File: src/rtl/uart_tx_arbiter_if.sv
`default_nettype none
// ============================================================================
//  Module      : uart_tx_arbiter_if
//  Description : Bundle of requester handshake, UART transmit-FIFO write port
//                and arbiter status signals shared by uart_tx_arbiter.
//                master = requesters/FIFO side, slave = arbiter side.
//  Revision    : 1.0  initial release
// ============================================================================
interface uart_tx_arbiter_if #(
    parameter int NUM_REQ    = 4,
    parameter int DATA_WIDTH = 8
) ();
    localparam int c_id_w = (NUM_REQ > 1) ? $clog2(NUM_REQ) : 1;

    // Requester side: one valid/last bit and one byte lane per requester
    logic [NUM_REQ-1:0]            req_valid;
    logic [NUM_REQ*DATA_WIDTH-1:0] req_data;
    logic [NUM_REQ-1:0]            req_last;
    logic [NUM_REQ-1:0]            req_ack;

    // UART transmit FIFO write port
    logic [DATA_WIDTH-1:0]         fifo_wdata;
    logic                          fifo_wr_en;
    logic                          fifo_full;

    // Arbiter status
    logic [NUM_REQ-1:0]            grant;
    logic [c_id_w-1:0]             owner_id;
    logic                          busy;

    modport master (
        output req_valid, req_data, req_last, fifo_full,
        input  req_ack, fifo_wdata, fifo_wr_en, grant, owner_id, busy
    );

    modport slave (
        input  req_valid, req_data, req_last, fifo_full,
        output req_ack, fifo_wdata, fifo_wr_en, grant, owner_id, busy
    );
endinterface

`default_nettype wire

File: src/rtl/uart_tx_arbiter.sv
`default_nettype none
// ============================================================================
//  Module      : uart_tx_arbiter
//  Description : Round-robin arbiter sharing one UART transmit FIFO write
//                port among NUM_REQ packet streams. A grant is held for a
//                whole packet but released after MAX_BURST accepted bytes so
//                one requester cannot starve the others.
//  Revision    : 1.0  initial release
// ============================================================================
module uart_tx_arbiter #(
    parameter int NUM_REQ    = 4,
    parameter int DATA_WIDTH = 8,
    parameter int MAX_BURST  = 16
) (
    input  logic             clk,
    input  logic             reset_n,
    uart_tx_arbiter_if.slave bus
);

    // ------------------------------------------------------------------------
    // Constants
    // ------------------------------------------------------------------------
    localparam int c_id_w   = (NUM_REQ > 1) ? $clog2(NUM_REQ) : 1;
    localparam int c_scan_w = c_id_w + 1;
    localparam int c_cnt_w  = $clog2(MAX_BURST + 1);

    localparam logic [c_id_w-1:0]   c_last_id  = c_id_w'(NUM_REQ - 1);
    localparam logic [c_cnt_w-1:0]  c_cnt_cap  = c_cnt_w'(MAX_BURST - 1);
    localparam logic [c_scan_w-1:0] c_scan_num = c_scan_w'(NUM_REQ);

    localparam logic [0:0] c_st_idle = 1'b0;
    localparam logic [0:0] c_st_xfer = 1'b1;

    // ------------------------------------------------------------------------
    // State
    // ------------------------------------------------------------------------
    logic [0:0]         state_q,  state_d;
    logic [NUM_REQ-1:0] grant_q,  grant_d;
    logic [c_id_w-1:0]  owner_q,  owner_d;
    logic [c_id_w-1:0]  rr_ptr_q, rr_ptr_d;
    logic [c_cnt_w-1:0] count_q,  count_d;

    // ------------------------------------------------------------------------
    // Combinational helpers
    // ------------------------------------------------------------------------
    logic [DATA_WIDTH-1:0] w_req_bytes [NUM_REQ];
    logic                  w_busy;
    logic                  w_owner_valid;
    logic                  w_owner_last;
    logic                  w_accept;
    logic                  w_cap_hit;
    logic                  w_burst_end;
    logic [c_id_w-1:0]     w_owner_next;
    logic                  w_arb_found;
    logic [c_id_w-1:0]     w_arb_idx;
    logic [c_scan_w-1:0]   w_scan;

    // Split the flattened data bus into one byte lane per requester
    generate
        for (genvar i = 0; i < NUM_REQ; i++) begin : g_unpack
            assign w_req_bytes[i] = bus.req_data[i*DATA_WIDTH +: DATA_WIDTH];
        end
    endgenerate

    assign w_busy        = (state_q == c_st_xfer);
    assign w_owner_valid = bus.req_valid[owner_q];
    assign w_owner_last  = bus.req_last[owner_q];

    // A byte moves only from the owner, only while busy, only if the FIFO has room
    assign w_accept      = w_busy & w_owner_valid & ~bus.fifo_full;

    // The burst cap fires on the MAX_BURST-th accepted byte of this grant
    assign w_cap_hit     = (count_q == c_cnt_cap);
    assign w_burst_end   = w_accept & (w_owner_last | w_cap_hit);

    // Pointer moves to the requester after the one just served, wrapping
    assign w_owner_next  = (owner_q == c_last_id) ? '0 : owner_q + c_id_w'(1);

    // Pick the first valid requester scanning upward from the rr pointer
    always_comb begin
        w_arb_found = 1'b0;
        w_arb_idx   = '0;
        w_scan      = '0;
        for (int i = 0; i < NUM_REQ; i++) begin
            w_scan = {1'b0, rr_ptr_q} + c_scan_w'(i);
            if (w_scan >= c_scan_num) begin
                w_scan = w_scan - c_scan_num;
            end
            if (!w_arb_found && bus.req_valid[w_scan[c_id_w-1:0]]) begin
                w_arb_found = 1'b1;
                w_arb_idx   = w_scan[c_id_w-1:0];
            end
        end
    end

    // Next-state logic: grant on any request in IDLE, release on last byte or cap
    always_comb begin
        state_d  = state_q;
        grant_d  = grant_q;
        owner_d  = owner_q;
        rr_ptr_d = rr_ptr_q;
        count_d  = count_q;
        case (state_q)
            c_st_idle: begin
                if (w_arb_found) begin
                    state_d = c_st_xfer;
                    grant_d = NUM_REQ'(1) << w_arb_idx;
                    owner_d = w_arb_idx;
                    count_d = '0;
                end
            end
            c_st_xfer: begin
                // Stalls (owner not valid, FIFO full) leave everything frozen
                if (w_accept) begin
                    count_d = count_q + c_cnt_w'(1);
                    if (w_burst_end) begin
                        state_d  = c_st_idle;
                        grant_d  = '0;
                        rr_ptr_d = w_owner_next;
                        count_d  = '0;
                    end
                end
            end
            default: begin
                state_d = c_st_idle;
                grant_d = '0;
            end
        endcase
    end

    // State registers with asynchronous active-low reset
    always_ff @(posedge clk or negedge reset_n) begin
        if (!reset_n) begin
            state_q  <= c_st_idle;
            grant_q  <= '0;
            owner_q  <= '0;
            rr_ptr_q <= '0;
            count_q  <= '0;
        end else begin
            state_q  <= state_d;
            grant_q  <= grant_d;
            owner_q  <= owner_d;
            rr_ptr_q <= rr_ptr_d;
            count_q  <= count_d;
        end
    end

    // ------------------------------------------------------------------------
    // Outputs: ack/write/data are combinational from the registered owner, so
    // they drop in the same cycle reset asserts.
    // ------------------------------------------------------------------------
    assign bus.req_ack    = w_accept ? grant_q : '0;
    assign bus.fifo_wr_en = w_accept;
    assign bus.fifo_wdata = w_busy ? w_req_bytes[owner_q] : '0;
    assign bus.grant      = grant_q;
    assign bus.owner_id   = owner_q;
    assign bus.busy       = w_busy;

    // ------------------------------------------------------------------------
    // Structural invariants
    // ------------------------------------------------------------------------
    a_grant_onehot: assert property (@(posedge clk) disable iff (!reset_n)
        $onehot0(grant_q));

    a_busy_has_grant: assert property (@(posedge clk) disable iff (!reset_n)
        w_busy == (|grant_q));

    a_no_write_when_full: assert property (@(posedge clk) disable iff (!reset_n)
        w_accept |-> !bus.fifo_full);

    a_count_below_cap: assert property (@(posedge clk) disable iff (!reset_n)
        count_q <= c_cnt_cap);

endmodule

`default_nettype wire

File: src/flat_wrapper.sv
// flat-port wrapper written by rule: the top's interface ports become plain ports
module uart_tx_arbiter_flat 
#(
    parameter int NUM_REQ    = 4,
    parameter int DATA_WIDTH = 8,
    parameter int MAX_BURST  = 16
)
  (clk, reset_n, bus_req_valid, bus_req_data, bus_req_last, bus_fifo_full, bus_req_ack, bus_fifo_wdata, bus_fifo_wr_en, bus_grant, bus_owner_id, bus_busy);
  uart_tx_arbiter_if #(.NUM_REQ(NUM_REQ), .DATA_WIDTH(DATA_WIDTH)) bus_i ();
  input  logic clk;
  input  logic reset_n;
  input wire logic [$bits(bus_i.req_valid)-1:0] bus_req_valid;
  input wire logic [$bits(bus_i.req_data)-1:0] bus_req_data;
  input wire logic [$bits(bus_i.req_last)-1:0] bus_req_last;
  input wire logic [$bits(bus_i.fifo_full)-1:0] bus_fifo_full;
  output wire logic [$bits(bus_i.req_ack)-1:0] bus_req_ack;
  output wire logic [$bits(bus_i.fifo_wdata)-1:0] bus_fifo_wdata;
  output wire logic [$bits(bus_i.fifo_wr_en)-1:0] bus_fifo_wr_en;
  output wire logic [$bits(bus_i.grant)-1:0] bus_grant;
  output wire logic [$bits(bus_i.owner_id)-1:0] bus_owner_id;
  output wire logic [$bits(bus_i.busy)-1:0] bus_busy;
  assign bus_i.req_valid = bus_req_valid;
  assign bus_i.req_data = bus_req_data;
  assign bus_i.req_last = bus_req_last;
  assign bus_i.fifo_full = bus_fifo_full;
  assign bus_req_ack = bus_i.req_ack;
  assign bus_fifo_wdata = bus_i.fifo_wdata;
  assign bus_fifo_wr_en = bus_i.fifo_wr_en;
  assign bus_grant = bus_i.grant;
  assign bus_owner_id = bus_i.owner_id;
  assign bus_busy = bus_i.busy;
  uart_tx_arbiter #(.NUM_REQ(NUM_REQ), .DATA_WIDTH(DATA_WIDTH), .MAX_BURST(MAX_BURST)) u_core (.clk(clk), .reset_n(reset_n), .bus(bus_i));
endmodule
File: config.mk
export PLATFORM = sky130hd
export DESIGN_NAME = uart_tx_arbiter_flat
export DESIGN_NICKNAME = d
export VERILOG_FILES = /design/src/rtl/uart_tx_arbiter_if.sv /design/src/rtl/uart_tx_arbiter.sv /design/src/flat_wrapper.sv
export SDC_FILE = /design/constraint.sdc
export NUM_CORES = 1
export LEC_CHECK = 0
export ABC_AREA = 1
export CAP_MARGIN = 0
export CORE_MARGIN = 4
export CORE_UTILIZATION = 35
export DETAILED_ROUTE_END_ITERATION = 10
export MAX_ROUTING_LAYER = met4
export PLACE_DENSITY_LB_ADDON = 0.1
export SYNTH_ARGS = -nofsm -noshare
export SYNTH_HDL_FRONTEND = slang
export SYNTH_SLANG_ARGS = --single-unit
File: constraint.sdc
create_clock -name clk -period 1.9 [get_ports clk]
set_input_delay 0.19 -clock clk [delete_from_list [all_inputs] [get_ports clk]]
set_output_delay 0.19 -clock clk [all_outputs]
set_load 0.01 [all_outputs]
# Word level (Yosys, flattened, before mapping)
# Index checks and enable logic that the tools add are counted.
totals:
  ff_bits: 14
  latch_bits: 0
  mem_bits_rw: 0
  romBits: 0
  in_bits: 43
  output_inout_bits: 20
  memories: 0
op_classes:
  addsub: 9
  n_mul: 0
  n_div: 0
  magnitude_cmp: 10
  eq_ne: 5
  shifts: 1
  mux: 42
  bitwise: 7
  n_reduce_logical: 10
op_table:
  columns: ["cell", "count"]
  rows:
  - ["two-way mux 8 bit", 3]
  - ["two-way mux 2 bit", 9]
  - ["binary-select mux 8 bit (select 2 bit)", 1]
  - ["two-way mux 4 bit", 4]
  - ["< comparator 2 x 3 -> 1 bit (second input constant)", 5]
  - ["two-way mux 5 bit", 3]
  - ["two-way mux 1 bit", 13]
  - ["binary-select mux 1 bit (select 2 bit)", 6]
  - [">= comparator 3 bit (second input constant)", 4]
  - ["case mux 5 bit (2 select lines)", 1]
  - ["case mux 4 bit (2 select lines)", 1]
  - ["subtractor 2 x 1 -> 2 bit (second input constant)", 4]
  - ["adder 2 x 2 -> 3 bit (second input constant)", 2]
  - ["AND reduction 3 bit", 2]
  - ["adder 5 x 1 -> 5 bit (second input constant)", 1]
  - ["== test 5 x 4 -> 1 bit (second input constant)", 1]
  - ["inequality test 2 bit (second input constant)", 2]
  - ["AND reduction 2 bit", 2]
  - ["left shift 1 x 2 -> 4 bit (first input constant)", 1]
  - ["adder 2 x 1 -> 3 bit (second input constant)", 1]
  - ["bitwise AND 1 bit", 3]
  - [">= comparator 2 x 3 -> 1 bit (second input constant)", 1]
  - ["logical AND 1 bit", 3]
  - ["logical NOT 1 bit", 3]
  - ["7 further kinds", 8]

# Depth between registers and ports, before layout
depth:
  ltp_word: 17
  depth_mapped: 12

# Worst setup path after synthesis
# Ideal clock, no wire load.
synth_path:
  kind: "register to register"
  start: "reg u_core.owner_q[0] (netlist: u_core.bus.owner_id[0])"
  end: "reg u_core.count_q[2]"
  setup_time_ns: 0.117
  t_arrival_ns: 1.464
  t_required_ns: 1.783
  slack_ns: 0.320
  path_stages_with_launch: 13
  n_path_buf: 2
  synth_period_minus_slack_ns: 1.580
  path_cell_list: "dfrtp_1 > inv_2 > buf_2 > nand2_1 > nand3_2 > nand4_4 > inv_2 > nand2_2 > buf_6 > nand3_1 > nor2_1 > nand2_1 > nand2_1"
synth_between:
  elab_chain_cells: 8
synth_rtl:
  columns: ["element", "line_no", "text"]
  rows:
  - ["start: declaration", "uart_tx_arbiter.sv:39", "logic [c_id_w-1:0] owner_q, owner_d;"]
  - ["start signal: assignment", "uart_tx_arbiter.sv:142", "owner_q <= owner_d;"]
  - ["binary-select mux 1 bit (select 2 bit) *", "uart_tx_arbiter.sv:66", "assign w_owner_valid = bus.req_valid[owner_q];"]
  - ["two-way mux 1 bit (not written as such) *", "uart_tx_arbiter.sv:66", null]
  - ["bitwise AND 1 bit * (2 in series)", "uart_tx_arbiter.sv:70", "assign w_accept = w_busy & w_owner_valid & ~bus.fifo_full;"]
  - ["via bus_fifo_wr_en", "flat_wrapper.sv:18", "output wire logic [$bits(bus_i.fifo_wr_en)-1:0] bus_fifo_wr_en;"]
  - ["bitwise AND 1 bit", "uart_tx_arbiter.sv:74", "assign w_burst_end = w_accept & (w_owner_last | w_cap_hit);"]
  - ["two-way mux 5 bit", "uart_tx_arbiter.sv:116", "if (w_burst_end) begin"]
  - ["two-way mux 5 bit", "uart_tx_arbiter.sv:114", "if (w_accept) begin"]
  - ["case mux 5 bit (2 select lines)", "uart_tx_arbiter.sv:103", "case (state_q)"]
  - ["end signal: assignment", "uart_tx_arbiter.sv:144", "count_q <= count_d;"]
  - ["end: declaration", "uart_tx_arbiter.sv:41", "logic [c_cnt_w-1:0] count_q, count_d;"]
# Mark *: on every way through the listed nets, which the timed path passes. The rest lies on a longest branch. The select of a mux whose other input is x is not followed.
# A chain may end at the register's enable or synchronous reset.

# Worst setup path after layout
layout_path:
  start: "reg u_core.owner_q[0] (netlist: u_core.bus.owner_id[0])"
  end: "out bus_req_ack[0]"
layout_between:
  elab_chain_cells: 5
layout_rtl:
  columns: ["element", "line_no", "text"]
  rows:
  - ["binary-select mux 1 bit (select 2 bit)", "uart_tx_arbiter.sv:66", null]
  - ["two-way mux 1 bit (not written as such)", "uart_tx_arbiter.sv:66", null]
  - ["bitwise AND 1 bit (2 in series)", "uart_tx_arbiter.sv:70", null]
  - ["two-way mux 4 bit", "uart_tx_arbiter.sv:152", "assign bus.req_ack = w_accept ? grant_q : '0;"]
  - ["end: declaration", "flat_wrapper.sv:16", "output wire logic [$bits(bus_i.req_ack)-1:0] bus_req_ack;"]
# No other way between the ends. The select of a mux whose other input is x is not followed.

==> results.md <==
* Outcome: finished, final reports clean
* Mapped Area at ~1500 um2
* # fillers at a little over 400
* Vias in the first global route at 1507
* Clk buf depth at 2
* Via/cell ratio at 4.73
* Max_cap viols at 0
* Clock sink count at 14
* Element type at the critical path end: output pin
* Mapped Nets at 276
* Routed WL at ~4400 um
* Initial antenna violation count at 0
* Fin util at a little under three fifths
* Die Wd at 73.1 um
* Gr usage total at 16.9%
* Die Y at between 70 and 80 um
* Routability congestion estimate at between 0.7 and 0.8
* Most frequent cells in the layout: nand2_1 (55), clkdlybuf4s50_1 (49), nor2_1 (47)
* Commonest non-fill, non-tap cell in the layout: nand2_1
* 1st-pass router iterations at 4
* Area occupied by multi-input gates at just under 1000 um2
* Synth warn at 0
* GRT Residual Overflow at 0
* Detailed-route wire length per cell at roughly 12 um
* Final setup vio count at 0
* Rows at 23
* Post-synthesis compound-gate area fraction at between 10% and 20%
* Post-Syn Area per Cell at 6.45 um2
* Max-slew violations at 0
* Cells after Synth at between 200 and 250
* Synth Area in XOR/XNOR at less than 1%
* DRT antenna net count at 0
* Fin nets at 354
* Die area at 5350 um2
* Critical-path maximum fanout at 7
* First-pass GRT wire length at between 7000 and 8000 um
* Simple-gate share of the synthesized area at between 40 and 50%
* H-tree depth at 1
* Maximum VDD drop at roughly 800 uV
* Antenna cells at 0
* Crit path kind: flip-flop to output pin
* Port-buffer cells at 62
* Adder-cell area share of the yosys netlist at 2.53%
* Largest net degree at the start of global routing at 19
* CTS tree: yes
* Top achievable clock speed at between 500 and 600 MHz
* Register bit total from synthesis at 14
* Hold Crit Class: primary input to async pin
* Clock Pin Slew Worst Setup and Hold Paths at roughly 60 ps
* Storage element area at 353 um2
* Root buffer cell: clkbuf_8
* Power Dens Cells at ~1400 nW/um2
* Final clock skew at ~3.7 ps
* Final hold viol count at 0
* Final setup TNS at 0 ps
* Crit-path cells: inv_2 -> nand2_1 -> nand3_1 -> nand4_4 -> buf_4 -> nor2_1 -> dlygate4sd2_1
* P_leak at 1.16 nW
* Largest stage delay on the critical path at around 470 ps
* Layout cells sized above 1 at 18.6%
* Clock buffer count from CTS at 3
* Number of library cell types mapped by synthesis at 31
* Core area at between 4000 and 5000 um2
* Tmin final at 1830 ps
* Post-synthesis mux area share at 0.675%
* Slowest library cell on the worst path: dfrtp_2
* Hpwl dp at approximately 3300 um
* Tot Pwr at between 3 and 4 mW
* Initial Util at a little over a third
* Fin crit share at 96.1%
* Worst-Skew Late Latency at 250 ps
* Fin Hold WS at around 350 ps
* Critical Path RT at between 1500 and 2000 ps
* DRT iter0 DRCs at 73
* Relative slew slack at a little under three fifths
* Ports at between 60 and 70
* DR vias at between 1500 and 2000
* CTS hold repair buffers at 0
* Worst-margin pin slew at 670 ps
* Critical Path AT at about 1600 ps
* Synth-to-layout area growth at 56.2%
* DRC violations left at 0
* RSZ-0062 raised after global routing: yes
* Largest family of logic cells by synthesized area: simple AND/OR/NAND/NOR gates
* Worst Setup Start Kind: flip-flop
* Sequential area share after synthesis at about a quarter
==> worst max-delay path: cells and delay by family, from the launching register on <==
kind,cells,cell delay (ps)
AND/OR/NAND/NOR,4,380
flip-flops,1,470
buffers and inverters,3,540
==> synthesized netlist by cell type <==
master	count	area share, %
nand4_1	2	0.84
nor2_1	47	12
buf_4	1	0.51
o21ai_0	18	6.1
nand4_4	1	1.4
dfrtp_1	14	24
buf_2	4	1.3
or2_2	1	0.42
xor2_1	1	0.59
ha_1	3	2.5
clkbuf_1	2	0.51
nand3_1	12	4.0
nand3b_1	3	1.5
nand2_4	4	3.0
nand2_1	55	14
o211ai_1	1	0.51
a21oi_1	10	3.4
mux2i_1	1	0.67
nand3b_4	1	1.3
o21ai_2	3	1.8
inv_1	19	4.8
o21ai_4	1	1.1
inv_2	5	1.3
nor2_8	1	1.3
o31ai_1	1	0.51
buf_12	1	1.3
buf_6	1	0.76
a31oi_1	1	0.42
nand2_2	5	2.1
o21ai_1	3	1.0
nand3_2	8	5.4
==> layout make-up <==
type | instances | share of cell area (%)
inverter | 24 | 4.00
timing repair buffer | 82 | 33.5
tap | 50 | 2.70
multi-input combinational | 183 | 42.2
clock buffer | 4 | 2.38
sequential | 14 | 15.2
==> stage by stage <==
step	area, um2	instances	setup slack, ps
global placement	2230	349	11.7
global route	2320	357	-6.99
finish	2320	357	74.0
detailed placement	2230	349	-3.66
floorplan	1480	230	320
CTS	2300	356	-92.9
==> final timing paths <==
| check | end | slack [ps] | cells past startpoint | from |
|---|---|---|---|---|
| setup / recovery | bus_req_ack[0] | 70 | 7 | u_core.bus.owner_id[0]$_DFFE_PN0P_ |
| hold / removal | u_core.count_q[4]$_DFFE_PN0P_ | 350 | 1 | reset_n |
| setup reg to reg | u_core.count_q[3]$_DFFE_PN0P_ | 140 | 11 | u_core.rr_ptr_q[0]$_DFFE_PN0P_ |
| hold reg to reg | u_core.count_q[0]$_DFFE_PN0P_ | 500 | 1 | u_core.count_q[0]$_DFFE_PN0P_ |
| max in group asynchronous | u_core.rr_ptr_q[0]$_DFFE_PN0P_ | 1080 | 1 | reset_n |
| min in group clk | u_core.count_q[0]$_DFFE_PN0P_ | 500 | 1 | u_core.count_q[0]$_DFFE_PN0P_ |
==> layer usage <==
layer	vias up	share of wire (%)	global-route usage (%)
met5	-	0	-
met4	0	0.80	4.51
met3	4	9.2	2.89
met2	53	42	24.3
met1	743	48	24.3
li1	890	-	-
==> sequential cells by signal (all words and copies together), names as in the netlist <==
name / count
u_core.bus.busy: 1
u_core.bus.grant: 4
u_core.bus.owner_id: 2
u_core.count_q: 5
u_core.rr_ptr_q: 2
==> power breakdown <==
group	switching [mW]	internal, mW
Combinational	1.40	1.11
Sequential	0.133	0.418
Clock	0.110	0.184
==> kinds of logic after synthesis <==
| logic type | after synthesis |
|---|---|
| AO/OA/AOI/OAI | 38 |
| buffers and inverters | 33 |
| multiplexers | 1 |
| XOR/XNOR | 1 |
| flip-flops | 14 |
| AND/OR/NAND/NOR | 140 |
| adder cells (fa/ha/maj) | 3 |
==> timing repair <==
item	in CTS	in global routing
pin swaps	1	0
setup endpoints to repair	13	7
resized for setup	15	7
hold endpoints to repair	0	0
setup buffers	3	1
(Power assumes the default switching activity.)
